File: config.mk
export PLATFORM = sky130hd
export DESIGN_NAME = uart_fifo_ctrl
export DESIGN_NICKNAME = d
export VERILOG_FILES = /design/src/rtl/uart_fifo_ctrl.sv
export SDC_FILE = /design/constraint.sdc
export NUM_CORES = 1
export LEC_CHECK = 0
export ABC_AREA = 1
export CAP_MARGIN = 15
export CORE_MARGIN = 4
export CORE_UTILIZATION = 55
export CTS_CLUSTER_SIZE = 12
export DETAILED_ROUTE_END_ITERATION = 6
export GPL_TIMING_DRIVEN = 0
export PLACE_DENSITY = 0.76
export SLEW_MARGIN = 20
export SYNTH_ARGS = -nofsm -noshare
export SYNTH_HDL_FRONTEND = slang
export SYNTH_SLANG_ARGS = --single-unit
export TNS_END_PERCENT = 20
File: constraint.sdc
create_clock -name clk -period 3.4 [get_ports clk]
set_input_delay 0.68 -clock clk [delete_from_list [all_inputs] [get_ports clk]]
set_output_delay 0.68 -clock clk [all_outputs]
set_load 0.01 [all_outputs]
File: src/rtl/uart_fifo_ctrl.sv
// rtl/uart_fifo_ctrl.sv - buffered COM port responder with RX/TX FIFOs and level interrupt
module uart_fifo_ctrl #(
  parameter int RX_DEPTH_LOG2 = 4,
  parameter int TX_DEPTH_LOG2 = 4
) (
  input  logic        clk,
  input  logic        rst_n,
  input  logic        enable_i,
  input  logic        readEnable_i,
  input  logic        mode_i,
  input  logic [31:0] dataSave_i,
  output logic [31:0] dataLoad_o,
  output logic        busy_o,
  output logic        int_o,
  input  logic        rxdReady_i,
  input  logic [7:0]  rxdData_i,
  input  logic        txdBusy_i,
  output logic        txdStart_o,
  output logic [7:0]  txdData_o
);
  localparam int RX_DEPTH = 1 << RX_DEPTH_LOG2;
  localparam int TX_DEPTH = 1 << TX_DEPTH_LOG2;
  localparam int RX_CW    = RX_DEPTH_LOG2 + 1;
  localparam int TX_CW    = TX_DEPTH_LOG2 + 1;
  localparam logic [RX_DEPTH_LOG2:0] RX_FULL_CNT = {1'b1, {RX_DEPTH_LOG2{1'b0}}};
  localparam logic [TX_DEPTH_LOG2:0] TX_FULL_CNT = {1'b1, {TX_DEPTH_LOG2{1'b0}}};

  typedef enum logic { IDLE, ACK } bus_state_e;
  typedef enum logic [1:0] { T_IDLE, T_START, T_WAIT } tx_state_e;

  bus_state_e bus_state_q, bus_state_d;
  tx_state_e  tx_state_q, tx_state_d;
  logic       wait_first_q, wait_first_d;

  logic [RX_DEPTH_LOG2-1:0] rx_wr_ptr_q, rx_wr_ptr_d, rx_rd_ptr_q, rx_rd_ptr_d;
  logic [RX_DEPTH_LOG2:0]   rx_cnt_q, rx_cnt_d;
  logic [TX_DEPTH_LOG2-1:0] tx_wr_ptr_q, tx_wr_ptr_d, tx_rd_ptr_q, tx_rd_ptr_d;
  logic [TX_DEPTH_LOG2:0]   tx_cnt_q, tx_cnt_d;

  logic [31:0] data_load_q, data_load_d;
  logic        int_q, int_d;
  logic        overrun_q, overrun_d;
  logic        rx_int_en_q, rx_int_en_d;
  logic [7:0]  txd_data_q, txd_data_d;

  logic [7:0] rx_mem [RX_DEPTH];
  logic [7:0] tx_mem [TX_DEPTH];

  logic rx_empty, rx_full, tx_empty, tx_full, tx_idle;
  logic wr_data, commit, rx_pop, rx_push, rx_drop, tx_push, tx_pop;
  logic [31:0] status;
  logic unused_bits;

  assign unused_bits = ^dataSave_i[31:8];

  assign rx_empty = (rx_cnt_q == '0);
  assign rx_full  = (rx_cnt_q == RX_FULL_CNT);
  assign tx_empty = (tx_cnt_q == '0);
  assign tx_full  = (tx_cnt_q == TX_FULL_CNT);
  assign tx_idle  = tx_empty && (tx_state_q == T_IDLE) && !txdBusy_i;
  assign tx_pop   = (tx_state_q == T_START);

  // A write into a full TX FIFO may still commit when the drain frees a slot this cycle.
  assign wr_data = enable_i && !readEnable_i && !mode_i;
  assign commit  = (bus_state_q == IDLE) && enable_i && !(wr_data && tx_full && !tx_pop);
  assign rx_pop  = commit && readEnable_i && !mode_i && !rx_empty;
  assign rx_push = rxdReady_i && (!rx_full || rx_pop);
  assign rx_drop = rxdReady_i && rx_full && !rx_pop;
  assign tx_push = commit && wr_data;
  assign status  = {27'h0, rx_int_en_q, tx_idle, overrun_q, !rx_empty, !tx_full};

  assign busy_o     = rst_n && (bus_state_q == IDLE) && enable_i;
  assign dataLoad_o = data_load_q;
  assign int_o      = int_q;
  assign txdStart_o = (tx_state_q == T_START);
  assign txdData_o  = txd_data_q;

  always_comb begin
    bus_state_d  = bus_state_q;
    tx_state_d   = tx_state_q;
    wait_first_d = wait_first_q;
    data_load_d  = data_load_q;
    overrun_d    = overrun_q;
    rx_int_en_d  = rx_int_en_q;
    txd_data_d   = txd_data_q;
    int_d        = rx_int_en_q && !rx_empty;

    rx_wr_ptr_d = rx_wr_ptr_q + (rx_push ? RX_DEPTH_LOG2'(1) : '0);
    rx_rd_ptr_d = rx_rd_ptr_q + (rx_pop  ? RX_DEPTH_LOG2'(1) : '0);
    rx_cnt_d    = rx_cnt_q + (rx_push ? RX_CW'(1) : '0) - (rx_pop ? RX_CW'(1) : '0);
    tx_wr_ptr_d = tx_wr_ptr_q + (tx_push ? TX_DEPTH_LOG2'(1) : '0);
    tx_rd_ptr_d = tx_rd_ptr_q + (tx_pop  ? TX_DEPTH_LOG2'(1) : '0);
    tx_cnt_d    = tx_cnt_q + (tx_push ? TX_CW'(1) : '0) - (tx_pop ? TX_CW'(1) : '0);

    case (bus_state_q)
      IDLE: if (commit) bus_state_d = ACK;
      default: bus_state_d = IDLE;
    endcase

    if (commit) begin
      if (readEnable_i) begin
        if (mode_i) begin
          data_load_d = status;
          overrun_d   = 1'b0;
        end else begin
          data_load_d = rx_empty ? 32'h0 : {24'h0, rx_mem[rx_rd_ptr_q]};
        end
      end else begin
        data_load_d = 32'h0;
        if (mode_i) rx_int_en_d = dataSave_i[4];
      end
    end
    // A byte lost in the same cycle as a status read must not be hidden by the clear.
    if (rx_drop) overrun_d = 1'b1;

    case (tx_state_q)
      T_IDLE: begin
        if (!tx_empty && !txdBusy_i) begin
          tx_state_d = T_START;
          txd_data_d = tx_mem[tx_rd_ptr_q];
        end
      end
      T_START: begin
        tx_state_d   = T_WAIT;
        wait_first_d = 1'b1;
      end
      default: begin
        if (wait_first_q)    wait_first_d = 1'b0;
        else if (!txdBusy_i) tx_state_d   = T_IDLE;
      end
    endcase
  end

  always_ff @(posedge clk) begin
    if (rx_push) rx_mem[rx_wr_ptr_q] <= rxdData_i;
    if (tx_push) tx_mem[tx_wr_ptr_q] <= dataSave_i[7:0];
  end

  always_ff @(posedge clk or negedge rst_n) begin
    if (!rst_n) begin
      bus_state_q  <= IDLE;
      tx_state_q   <= T_IDLE;
      wait_first_q <= 1'b0;
      rx_wr_ptr_q  <= '0;
      rx_rd_ptr_q  <= '0;
      rx_cnt_q     <= '0;
      tx_wr_ptr_q  <= '0;
      tx_rd_ptr_q  <= '0;
      tx_cnt_q     <= '0;
      data_load_q  <= '0;
      int_q        <= 1'b0;
      overrun_q    <= 1'b0;
      rx_int_en_q  <= 1'b0;
      txd_data_q   <= '0;
    end else begin
      bus_state_q  <= bus_state_d;
      tx_state_q   <= tx_state_d;
      wait_first_q <= wait_first_d;
      rx_wr_ptr_q  <= rx_wr_ptr_d;
      rx_rd_ptr_q  <= rx_rd_ptr_d;
      rx_cnt_q     <= rx_cnt_d;
      tx_wr_ptr_q  <= tx_wr_ptr_d;
      tx_rd_ptr_q  <= tx_rd_ptr_d;
      tx_cnt_q     <= tx_cnt_d;
      data_load_q  <= data_load_d;
      int_q        <= int_d;
      overrun_q    <= overrun_d;
      rx_int_en_q  <= rx_int_en_d;
      txd_data_q   <= txd_data_d;
    end
  end
endmodule
# [Word-level counts from Yosys, hierarchy flattened]
# Memory sizes are Yosys's and may differ from the RTL's. A register that Yosys moved wholly into a read port is not among the register bits.
# Cells that the tools add are included.
[totals] n_memories=2 regBits=65 input_bits=47 out_inout_bits=43 ramBits=256
[mem_list] name="rx_mem" depth=16 width=8 read_ports=1 rd_ports_with_merged_regs=0 wr=1 line="46" text="logic [7:0] rx_mem [RX_DEPTH];"
[mem_list] name="tx_mem" depth=16 width=8 read_ports=1 rd_ports_with_merged_regs=1 wr=1 line="47" text="logic [7:0] tx_mem [TX_DEPTH];"
[op_classes] reduce_logical=41 eq_ne=6 n_addsub=8 n_mux=26 bitwise_logic=2
[op_table] op="32-bit two-way mux" n=1
[op_table] op="1-bit logical AND" n=19
[op_table] op="1-bit two-way mux" n=18
[op_table] op="4-bit by 1-bit adder with 4-bit output" n=4
[op_table] op="8-bit two-way mux" n=2
[op_table] op="1-bit logical NOT" n=11
[op_table] op="5-bit by 1-bit adder with 5-bit output" n=2
[op_table] op="5-bit == test, second input constant" n=2
[op_table] op="5-bit logical NOT" n=2
[op_table] op="5-bit by 1-bit subtractor with 5-bit output" n=2
[op_table] op="3-bit AND reduction" n=3
[op_table] op="2-bit two-way mux" n=3
[op_table] op="3-bit by 1-bit != test with 1-bit output, second input constant" n=2
[op_table] op="2-bit nonzero test" n=3
[op_table] op="2-bit one-hot mux with 2 select lines" n=1
[op_table] op="2-bit by 1-bit == test with 1-bit output, second input constant" n=1
[op_table] op="2-bit logical NOT" n=1
[op_table] op="2-bit by 1-bit != test with 1-bit output, second input constant" n=1
[op_table] op="1-bit NOT" n=2
[op_table] op="1-bit one-hot mux with 2 select lines" n=1
[op_table] op="2-bit AND reduction" n=1
[op_table] op="1-bit logical OR" n=1

# [Logic depth before layout (Yosys ltp)]
# Gate-level depths: netlist of the first run.
[logic_depth] ltp_word=15 depth_mapped=17 ltp_nobuf=16

# [Worst setup path before layout of the first run]
# Ideal clock, no wire load.
[synth_path] path_kind="input to register" from="input port enable_i" to="register rx_cnt_q[4]" setup_ps=79 setup_slack_ps=601 cell_stages=14 arrival_ps=2720 t_required_ps=3321 path_cell_list="inv_1 nor2_1 nand4_2 nand3_2 nand2_4 buf_6 ha_1 inv_1 ha_1 fa_1 a21oi_1 nor2_1 nor2_1 xor2_1"
[synth_via] elab_chain_len=14 word_cells_on_any_way=16 classes_between="2 x add/sub; 2 x mux; 12 x reduce/logical"
[synth_rtl] element="start: declaration" line="8" text="input logic enable_i,"
[synth_rtl] element="1-bit logical AND (2 in series)" line="64" text="assign wr_data = enable_i && !readEnable_i && !mode_i;"
[synth_rtl] element="1-bit logical AND (2 in series)" line="65" text="assign commit = (bus_state_q == IDLE) && enable_i && !(wr_data && tx_full && !tx_pop);"
[synth_rtl] element="1-bit logical NOT" line="65"
[synth_rtl] element="1-bit logical AND *" line="65"
[synth_rtl] element="1-bit logical AND * (3 in series)" line="66" text="assign rx_pop = commit && readEnable_i && !mode_i && !rx_empty;"
[synth_rtl] element="1-bit logical OR" line="67" text="assign rx_push = rxdReady_i && (!rx_full || rx_pop);"
[synth_rtl] element="1-bit logical AND" line="67"
[synth_rtl] element="1-bit two-way mux" line="90" text="rx_cnt_d = rx_cnt_q + (rx_push ? RX_CW'(1) : '0) - (rx_pop ? RX_CW'(1) : '0);"
[synth_rtl] element="5-bit by 1-bit adder with 5-bit output" line="90"
[synth_rtl] element="5-bit by 1-bit subtractor with 5-bit output *" line="90"
[synth_rtl] element="net rx_cnt_d[4]" line="36" text="logic [RX_DEPTH_LOG2:0] rx_cnt_q, rx_cnt_d;"
[synth_rtl] element="end signal: assignment" line="161" text="rx_cnt_q <= rx_cnt_d;"
[synth_rtl] element="end: declaration" line="36"
# The timed path passes the listed nets; every way through them passes the cells marked *.
# A chain may end at the register's enable or synchronous reset.

# [Worst setup path in the final report of the first run]
[layout_path] from="input port readEnable_i" to="register rx_cnt_q[4]"
[layout_via] elab_chain_len=15 word_cells_on_any_way=16 classes_between="2 x add/sub; 2 x mux; 12 x reduce/logical"
[layout_rtl] element="start: declaration" line="9" text="input logic readEnable_i,"
[layout_rtl] element="1-bit logical NOT" line="64"
[layout_rtl] element="1-bit logical AND (2 in series)" line="64"
[layout_rtl] element="1-bit logical AND (2 in series)" line="65"
[layout_rtl] element="1-bit logical NOT" line="65"
[layout_rtl] element="1-bit logical AND" line="65"
[layout_rtl] element="1-bit logical AND * (3 in series)" line="66"
[layout_rtl] element="1-bit logical OR" line="67"
[layout_rtl] element="1-bit logical AND" line="67"
[layout_rtl] element="1-bit two-way mux" line="90"
[layout_rtl] element="5-bit by 1-bit adder with 5-bit output" line="90"
[layout_rtl] element="5-bit by 1-bit subtractor with 5-bit output *" line="90"
[layout_rtl] element="net rx_cnt_d[4]" line="36"
# Marked as above.

==> flow_summary.yaml, run 1 <==
timing:
  period_minus_slack_ns: 3.007
  setup_viol: 0
  fmax_ghz: 0.3325
  finalMaxSlewViolations: 0
  skew_ns: 0.01521
  period_share: 0.8844
  setup_tns_ns: 0
  final_hold_viol_count: 0
  holdWs_ns: 0.1503
  rsz0062_at_grt: "false"
  worst_slew_pin_slew_ns: 1.016
  maxSlewHeadroom: 0.3199
pwr:
  p_leak_nw: 5.740
  max-vdd-ir-drop_uv: 533.8
  power.density_nw_per_um2: 822.1
drt:
  post-route-drc-count: 0
  postRouteAntennaNets: 0
  firstDrtPassIters: 6
  drtIter0Drc: 975
  wl_per_cell_um: 19.12
  wl_mm: 30.42
  via_per_inst: 5.475
  vias: 8711
placement:
  dp_hpwl_mm: 20.26
  gp_congestion: 0.9423
  place_area_um2: 13850
  dp_cells: 1535
  port_buffers: 41
clock_tree:
  cts-resized-gates: 0
  insertion_delay_ns: 0.55
  cts_sinks: 305
  cts.clk_slew.worst_paths_ns: 0.06
  clockBufferDepth: 3
  cts_tree: "yes"
  post_cts_buffers: 0
  cts_hold_buf: 0
  h-tree-depth: 1
  cts_buffers: 30
  cts-root-buf: "clkbuf_16"
global_route:
  grt_max_degree: 51
  grtUsageTotal: 0.2316
  grt.overflow.total: 0
  grt_pass1_vias: 8544
  antenna_found_initial: 0
  grt_pass1_wl_mm: 46.58
critical_path:
  cpMaxStageDelayCell: "clkdlybuf4s50_1"
  crit_type: "in -> reg"
  crit_path_frequent_cell: "nor2_1"
  startpoint_type: "input pin"
  critPathArrivalTime_ns: 3.48
  critPathMaxFanout: 10
  crit_required_ns: 3.87
  slowest_delay_ns: 0.57
  crit_chain: "clkdlybuf4s50_1 -> inv_1 -> nand3_2 -> nor2_1 -> nand2_2 -> nand4_2 -> nand3_2 -> nand2_4 -> buf_6 -> ha_1 -> inv_1 -> ha_1 -> fa_1 -> a21oi_1 -> nor2_1 -> nor2_1 -> xor2_1"
  endpoint_kind: "flop"
floorplanning:
  io_pins: 90
  core-area_um2: 22920
  die_w_um: 161.6
  start_util: 0.5659
  std_cell_rows: 55
  dieArea_um2: 26100
  die_h_um: 161.6
layout:
  finalNetCount: 1323
  fin_util: 0.6448
  design_area_um2: 14780
  drive_gt1_frac: 0.08138
  area_delta_synth_final_pct: 13.94
  final_cells: 1591
  antennaDiodeCount: 0
  fillers: 1755
run:
  maxCapViolations: 0
synthesis:
  ys_warn_count: 0
  seq_area_frac_synth: 0.6873
  netlist_area_um2: 12970
  synth_seq_cells: 305
  yosysUniqueCellTypes: 33
  synth_cells: 1158
  syn_area_per_cell_um2: 11.20
worst_hold_path:
  hold_class: "in -> async"
run_status:
  status: "completed"
[power breakdown]
part | switching (W) | internal [W]
Combinational | 0.00293 | 0.00138
Clock | 0.00130 | 0.00179
Sequential | 0.000243 | 0.00450
[final cells by class]
class | instances | area [um^2] | area share
flip-flops and latches | 305 | 8914 | 0.6032
multi-input cells | 716 | 3410 | 0.2307
clock buffers | 54 | 912.1 | 0.06173
repair buffers | 41 | 407.9 | 0.02760
plain buffers | 73 | 405.4 | 0.02743
well taps | 313 | 391.6 | 0.02650
inverters | 87 | 326.6 | 0.02210
clock inverters | 2 | 10.01 | 0.0006774
[kinds of logic after synthesis]
kind of cell | share of synthesized area
compound gates | 0.05383
buf+inv | 0.05644
flops | 0.6873
other cells | 0.0002892
xor+xnor | 0.01081
simple gates | 0.1689
fa+ha+maj | 0.02238
[metrics by stage]
| stage | total power (W) | setup WS, ns |
|---|---|---|
| 6_report | 0.01215 | 0.3929 |
| 5_1_grt | 0.01284 | 0.2017 |
| 4_1_cts | 0.01213 | 0.3765 |
| 3_5_place_dp | 0.009038 | -0.1823 |
| 3_3_place_gp | 0.008919 | -1.048 |
| 2_1_floorplan | 0.007505 | 0.6009 |
[sequential cells by signal, indices dropped and copies added, names as in the netlist]
name and cells:
rx_mem 128, tx_rd_ptr_q 4, rx_int_en_q 1, rx_cnt_q 5, rx_rd_ptr_q 4, overrun_q 1
tx_cnt_q 5, wait_first_q 1, int_o 1, txdData_o 8, rx_wr_ptr_q 4, tx_mem 128
tx_wr_ptr_q 4, tx_state_q 2, dataLoad_o 8, bus_state_q 1
[path summary, 6_finish.rpt]
kind,start,endpoint,slack (ns),depth (start not counted)
max,readEnable_i,rx_cnt_q[4],0.39,17
min,rst_n,rx_cnt_q[2],0.15,1
max reg2reg,tx_cnt_q[3],rx_cnt_q[4],0.53,17
min reg2reg,wait_first_q,wait_first_q,0.48,2
max in group asynchronous,rst_n,tx_wr_ptr_q[3],2.82,1
min in group clk,wait_first_q,wait_first_q,0.48,2
[placed cells by master, fill, tap and decap left out, types with 4 or more instances in the layout]
master / Yosys / layout
o211ai_1: 24 / 24
nand2_1: 172 / 172
buf_4: 25 / 26
clkbuf_1: 18 / 36
xor2_1: 15 / 15
inv_1: 80 / 80
edfxtp_1: 256 / 256
clkdlybuf4s50_1: 0 / 40
o21ai_0: 88 / 88
buf_2: 20 / 20
dfrtp_1: 49 / 49
clkbuf_2: 4 / 4
clkbuf_16: 0 / 31
nand3_1: 109 / 109
clkbuf_8: 0 / 5
conb_1: 1 / 24
a21oi_1: 7 / 7
clkinv_1: 4 / 4
ha_1: 20 / 20
buf_1: 5 / 5
o21ai_1: 7 / 7
nand2_2: 4 / 4
nand3_2: 4 / 4
nor2_1: 227 / 227
[metal layers]
| layer | vias to the layer above | part of all wire | GRT usage |
|---|---|---|---|
| li1 | 4087 | - | - |
| met1 | 4120 | 0.39 | 0.2879 |
| met2 | 416 | 0.49 | 0.4087 |
| met3 | 88 | 0.074 | 0.03190 |
| met4 | 0 | 0.047 | 0.09810 |
| met5 | - | 0 | 0 |
[worst max-delay path, delay by kind of cell]
kind            cells  cell delay (ns)
fa+ha+maj           3             0.90
buf+inv             4             0.86
simple gates        8             0.72
compound gates      1             0.16
xor+xnor            1             0.15
[synthesized netlist by cell type]
cell type	instances	area (um^2)
o21ai_0	88	440.4
nand4_1	3	18.77
conb_1	1	3.750
buf_1	5	18.77
xor2_1	15	131.4
nor2_2	1	6.260
inv_2	3	11.26
nor3_1	3	15.01
o21ai_1	7	35.03
dfrtp_1	49	1226
xnor2_1	1	8.760
buf_2	20	100.1
edfxtp_1	256	7687
nand2_1	172	645.6
nor3b_1	1	7.510
ha_1	20	250.2
clkinv_1	4	15.01
a21boi_0	1	7.510
nor2_1	227	852.1
nand3_1	109	545.5
fa_1	2	40.04
nand2_4	1	11.26
nand3_2	4	40.04
nand4_2	1	12.51
clkbuf_1	18	67.56
nand2_2	4	25.02
o211ai_1	24	180.2
buf_6	1	11.26
inv_1	80	300.3
clkbuf_2	4	20.02
a21oi_1	7	35.03
buf_4	25	187.7
nor2_4	1	11.26
No activity file was read; power rests on OpenSTA's default activity.
==> run 2: changes to the inputs <==
Settings changed: CORE_MARGIN 4 to not set, SETUP_SLACK_MARGIN set to 0.05.
==> run 2 against run 1 <==
- cell count hardly changed
- critical path depth stayed put
- critical path type unchanged
- sequential power hardly changed
- power is 0.71% lower
- first-iteration DRC count is 8.4% lower
- highest routed layer unchanged
- largest power group unchanged
- register-to-register slack worse by 0.03 ns
- sequential share of layout area hardly changed
==> flow_summary.yaml, run 2 (synthesis results as in run 1) <==
clock_tree:
  h-tree-depth: 1
  cts_buffers: 30
  cts_sinks: 305
  post_cts_buffers: 0
  cts_hold_buf: 0
  cts.clk_slew.worst_paths_ns: 0.06
  clockBufferDepth: 3
  cts-resized-gates: 0
  cts_tree: "yes"
  cts-root-buf: "clkbuf_16"
  insertion_delay_ns: 0.55
drt:
  post-route-drc-count: 0
  vias: 8612
  via_per_inst: 5.410
  wl_per_cell_um: 18.32
  postRouteAntennaNets: 0
  drtIter0Drc: 893
  firstDrtPassIters: 6
  wl_mm: 29.17
floorplanning:
  die_h_um: 155.6
  core-area_um2: 22850
  std_cell_rows: 55
  die_w_um: 155.6
  start_util: 0.5676
  io_pins: 90
  dieArea_um2: 24200
run_status:
  status: "completed"
global_route:
  grtUsageTotal: 0.2496
  antenna_found_initial: 0
  grt.overflow.total: 0
  grt_pass1_vias: 8296
  grt_max_degree: 32
  grt_pass1_wl_mm: 45.46
layout:
  area_delta_synth_final_pct: 13.96
  drive_gt1_frac: 0.07897
  design_area_um2: 14780
  finalNetCount: 1324
  layout_commonest_cell: "edfxtp_1"
  fin_util: 0.6469
  fillers: 1765
  reg_top3: "rx_mem: 128 flops, tx_mem: 128 flops"
  final_cells: 1592
  antennaDiodeCount: 0
  layout_common_cells: "edfxtp_1, nor2_1, nand2_1, nand3_1, o21ai_0"
pwr:
  max-vdd-ir-drop_uv: 490.4
  power.density_nw_per_um2: 816.1
  power_w: 0.01206
  p_leak_nw: 5.734
timing:
  maxSlewHeadroom: 0.2522
  finalMaxSlewViolations: 0
  final_hold_viol_count: 0
  setup_viol: 0
  period_minus_slack_ns: 3.006
  rsz0062_at_grt: "false"
  period_share: 0.8841
  fmax_ghz: 0.3327
  skew_ns: 0.02426
  setup_tns_ns: 0
  worst_slew_pin_slew_ns: 1.118
critical_path:
  crit_end: "rx_cnt_q[4]"
  crit_type: "in -> reg"
  r2r_end: "rx_cnt_q[4]"
  ff2ff_path_depth: 17
  r2r_slack_ns: 0.50
  critPathArrivalTime_ns: 3.49
  critPathMaxFanout: 10
  crit_required_ns: 3.88
  crit_path_frequent_cell: "nor2_1"
  slowest_delay_ns: 0.57
  worstSetupStartpoint: "readEnable_i"
  r2r_start: "tx_cnt_q[2]"
  startpoint_type: "input pin"
  cpMaxStageDelayCell: "clkdlybuf4s50_1"
  crit_chain: "clkdlybuf4s50_1 -> inv_1 -> nand3_2 -> nor2_1 -> nand2_2 -> nand4_2 -> nand3_2 -> nand2_4 -> buf_6 -> ha_1 -> inv_1 -> ha_1 -> fa_1 -> a21oi_1 -> nor2_1 -> nor2_1 -> xor2_1"
  endpoint_kind: "flop"
placement:
  place_area_um2: 13870
  port_buffers: 41
  dp_cells: 1536
  gp_congestion: 0.9422
  dp_hpwl_mm: 19.84
run:
  maxCapViolations: 0
worst_hold_path:
  hold_class: "in -> async"
run 2: stage by stage:
step / setup slack, ns / hold slack (ns)
after floorplan: 0.6009 / 0.3844
after global placement: -0.9072 / 0.4601
after detailed placement: -0.1590 / 0.4646
after CTS: 0.3991 / 0.08621
after global routing: 0.1487 / 0.1125
final: 0.3942 / 0.07838
run 2: report_power, final:
group          internal [W]  switching [W]  leakage, nW
clock               0.00179        0.00130        0.433
combinational       0.00138        0.00284         2.40
sequential          0.00450       0.000246         2.90
run 2: layout make-up:
class                   count  area (um^2)  area share
clock inverters             2        35.03    0.002370
inverters                  87        326.6     0.02210
clock buffers              54        872.1     0.05901
plain buffers              73        405.4     0.02743
repair buffers             42        425.4     0.02878
flip-flops and latches    305         8914      0.6031
multi-input cells         716         3410      0.2307
well taps                 313        391.6     0.02650
run 2: how the worst min path moves through the flow:
| stage | startpoint | endpoint | slack (ns) | cells after the start |
|---|---|---|---|---|
| 2_1_floorplan | rst_n | bus_state_q | 0.38 | 0 |
| 3_3_place_gp | wait_first_q | wait_first_q | 0.46 | 2 |
| 3_5_place_dp | wait_first_q | wait_first_q | 0.46 | 2 |
| 4_1_cts | rst_n | txdData_o[7] | 0.09 | 1 |
| 5_1_grt | rst_n | tx_wr_ptr_q[0] | 0.11 | 1 |
| 6_report | rst_n | txdData_o[7] | 0.08 | 1 |
run 2: critical path: cells and delay by family:
family,cells,cell delay (ns)
adders and majority gates,3,0.91
and+or+nand+nor,8,0.73
buffers and inverters,4,0.86
AOI/OAI and AO/OA,1,0.16
xor gates and xnor gates,1,0.15
run 2: routing by layer:
layer,global-route usage,share of wire,up-vias
li1,-,-,4081
met1,0.3220,0.40,4012
met2,0.4211,0.49,417
met3,0.02833,0.061,102
met4,0.1279,0.054,0
met5,0,0,-
==> run 3: changes to the inputs <==
Settings changed: CTS_BUF_LIST set to sky130_fd_sc_hd__clkbuf_8.
==> run 3 against run 2 <==
- via count is 0.67% higher
- combinational power hardly changed
- utilization is 0.082 points lower
- worst hold slack worse by 0.023 ns
- first-iteration DRC count is 0.78% higher
- wire length is 1.5% higher
==> flow_summary.yaml, run 3 (synthesis results as in run 1) <==
critical_path:
  slowest_delay_ns: 0.57
  cpMaxStageDelayCell: "clkdlybuf4s50_1"
  crit_chain: "clkdlybuf4s50_1 -> inv_1 -> nand3_2 -> nor2_1 -> nand2_2 -> nand2_2 -> nor2_4 -> inv_1 -> ha_1 -> inv_1 -> ha_1 -> inv_1 -> fa_1 -> o21ai_0 -> a21oi_1 -> xor2_1"
  endpoint_kind: "flop"
  crit_path_frequent_cell: "inv_1"
  critPathArrivalTime_ns: 3.50
  critical-path-top-delay-family: "buffers and inverters"
  crit_required_ns: 3.84
  crit_type: "in -> reg"
  critPathMaxFanout: 9
  startpoint_type: "input pin"
  path_buf_inv: 5
worst_hold_path:
  hold_class: "in -> async"
global_route:
  grt.overflow.total: 0
  use_met2: 0.4183
  grt_pass1_wl_mm: 45.68
  grtUsageMet3: 0.04167
  grt-busiest-layer: "met2"
  grt_max_degree: 32
  grtUsageTotal: 0.2532
  grtUsageMet1: 0.3212
  grt_pass1_vias: 8386
  antenna_found_initial: 0
drt:
  via_per_inst: 5.345
  drtIter0Drc: 900
  postRouteAntennaNets: 0
  wl_per_cell_um: 18.26
  wl_mm: 29.61
  firstDrtPassIters: 6
  vias: 8670
  post-route-drc-count: 0
placement:
  pre_cts_slack_ns: -0.1590
  gp_congestion: 0.9422
  place_area_um2: 13870
  port_buffers: 41
  dp_hpwl_mm: 19.84
floorplanning:
  std_cell_rows: 55
  io_pins: 90
  dieArea_um2: 24200
  core-area_um2: 22850
  die_h_um: 155.6
  start_util: 0.5676
  die_w_um: 155.6
pwr:
  p_leak_nw: 5.830
  power.density_nw_per_um2: 805.3
  max-vdd-ir-drop_uv: 599.5
timing:
  maxSlewHeadroom: 0.2742
  final_hold_viol_count: 0
  finalMaxSlewViolations: 0
  period_share: 0.8999
  rsz0062_at_grt: "false"
  setup_viol: 0
  setup_ws_ns: 0.3404
  setup_tns_ns: 0
  skew_ns: 0.03109
  period_minus_slack_ns: 3.060
  fmax_ghz: 0.3268
  worst_slew_pin_slew_ns: 1.085
clock_tree:
  cts_hold_buf: 0
  cts-root-buf: "clkbuf_8"
  cts_buffers: 47
  insertion_delay_ns: 0.57
  cts-resized-gates: 0
  h-tree-depth: 2
  post_cts_buffers: 0
  cts_tree: "yes"
  cts_sinks: 305
  clockBufferDepth: 3
  cts.clk_slew.worst_paths_ns: 0.06
layout:
  layout_commonest_cell: "edfxtp_1"
  antennaDiodeCount: 0
  fin_util: 0.6461
  design_area_um2: 14760
  reg_top3: "rx_mem: 128 flops, tx_mem: 128 flops"
  finalNetCount: 1341
  layout_common_cells: "edfxtp_1, nor2_1, nand2_1, nand3_1, inv_1"
  drive_gt1_frac: 0.09473
  area_delta_synth_final_pct: 13.82
run:
  maxCapViolations: 0
run_status:
  status: "completed"
run 3: stage by stage:
stage	total power, W	std cells	hold WS [ns]
CTS	0.01185	1622	0.05101
global route	0.01252	1622	0.07498
detailed placement	0.008971	1536	0.4646
finish	0.01189	1622	0.05563
global placement	0.008854	1535	0.4601
floorplan	0.007505	1181	0.3844
run 3: layer usage:
layer / vias to the layer above / wire (um)
li1: 4123 / -
met1: 4009 / 11530
met2: 437 / 14320
met3: 101 / 2336
met4: 0 / 1422
met5: - / 0
run 3: report_power, final:
part / internal [W] / leakage [nW] / switching, W
Sequential: 0.00450 / 2.90 / 0.000246
Clock: 0.00151 / 0.529 / 0.00139
Combinational: 0.00139 / 2.40 / 0.00285
run 3: worst register-to-register path: cells and delay by family, from the launching register on:
family,cells,cell delay (ns)
adders and majority gates,4,1.06
and+or+nand+nor,4,0.60
DFF,1,0.37
AOI/OAI and AO/OA,2,0.35
buffers and inverters,5,0.32
xor gates and xnor gates,1,0.16
run 3: cell type report:
cell class | count | area [um^2]
Buffer | 73 | 405.4
Clock buffer | 50 | 688.2
Clock inverter | 36 | 200.2
Fill cell | 1788 | 8087
Inverter | 87 | 326.6
Multi-Input combinational cell | 716 | 3410
Sequential cell | 305 | 8914
Tap cell | 313 | 391.6
Timing Repair Buffer | 42 | 425.4
run 3: worst paths after layout:
kind,slack (ns),to,depth (start not counted),startpoint
min,0.06,tx_rd_ptr_q[1],1,rst_n
min reg2reg,0.49,wait_first_q,2,wait_first_q
max reg2reg,0.43,tx_cnt_q[4],16,tx_cnt_q[3]
max,0.34,tx_cnt_q[4],16,readEnable_i
max in group asynchronous,2.81,tx_cnt_q[1],2,rst_n
min in group clk,0.49,wait_first_q,2,wait_first_q
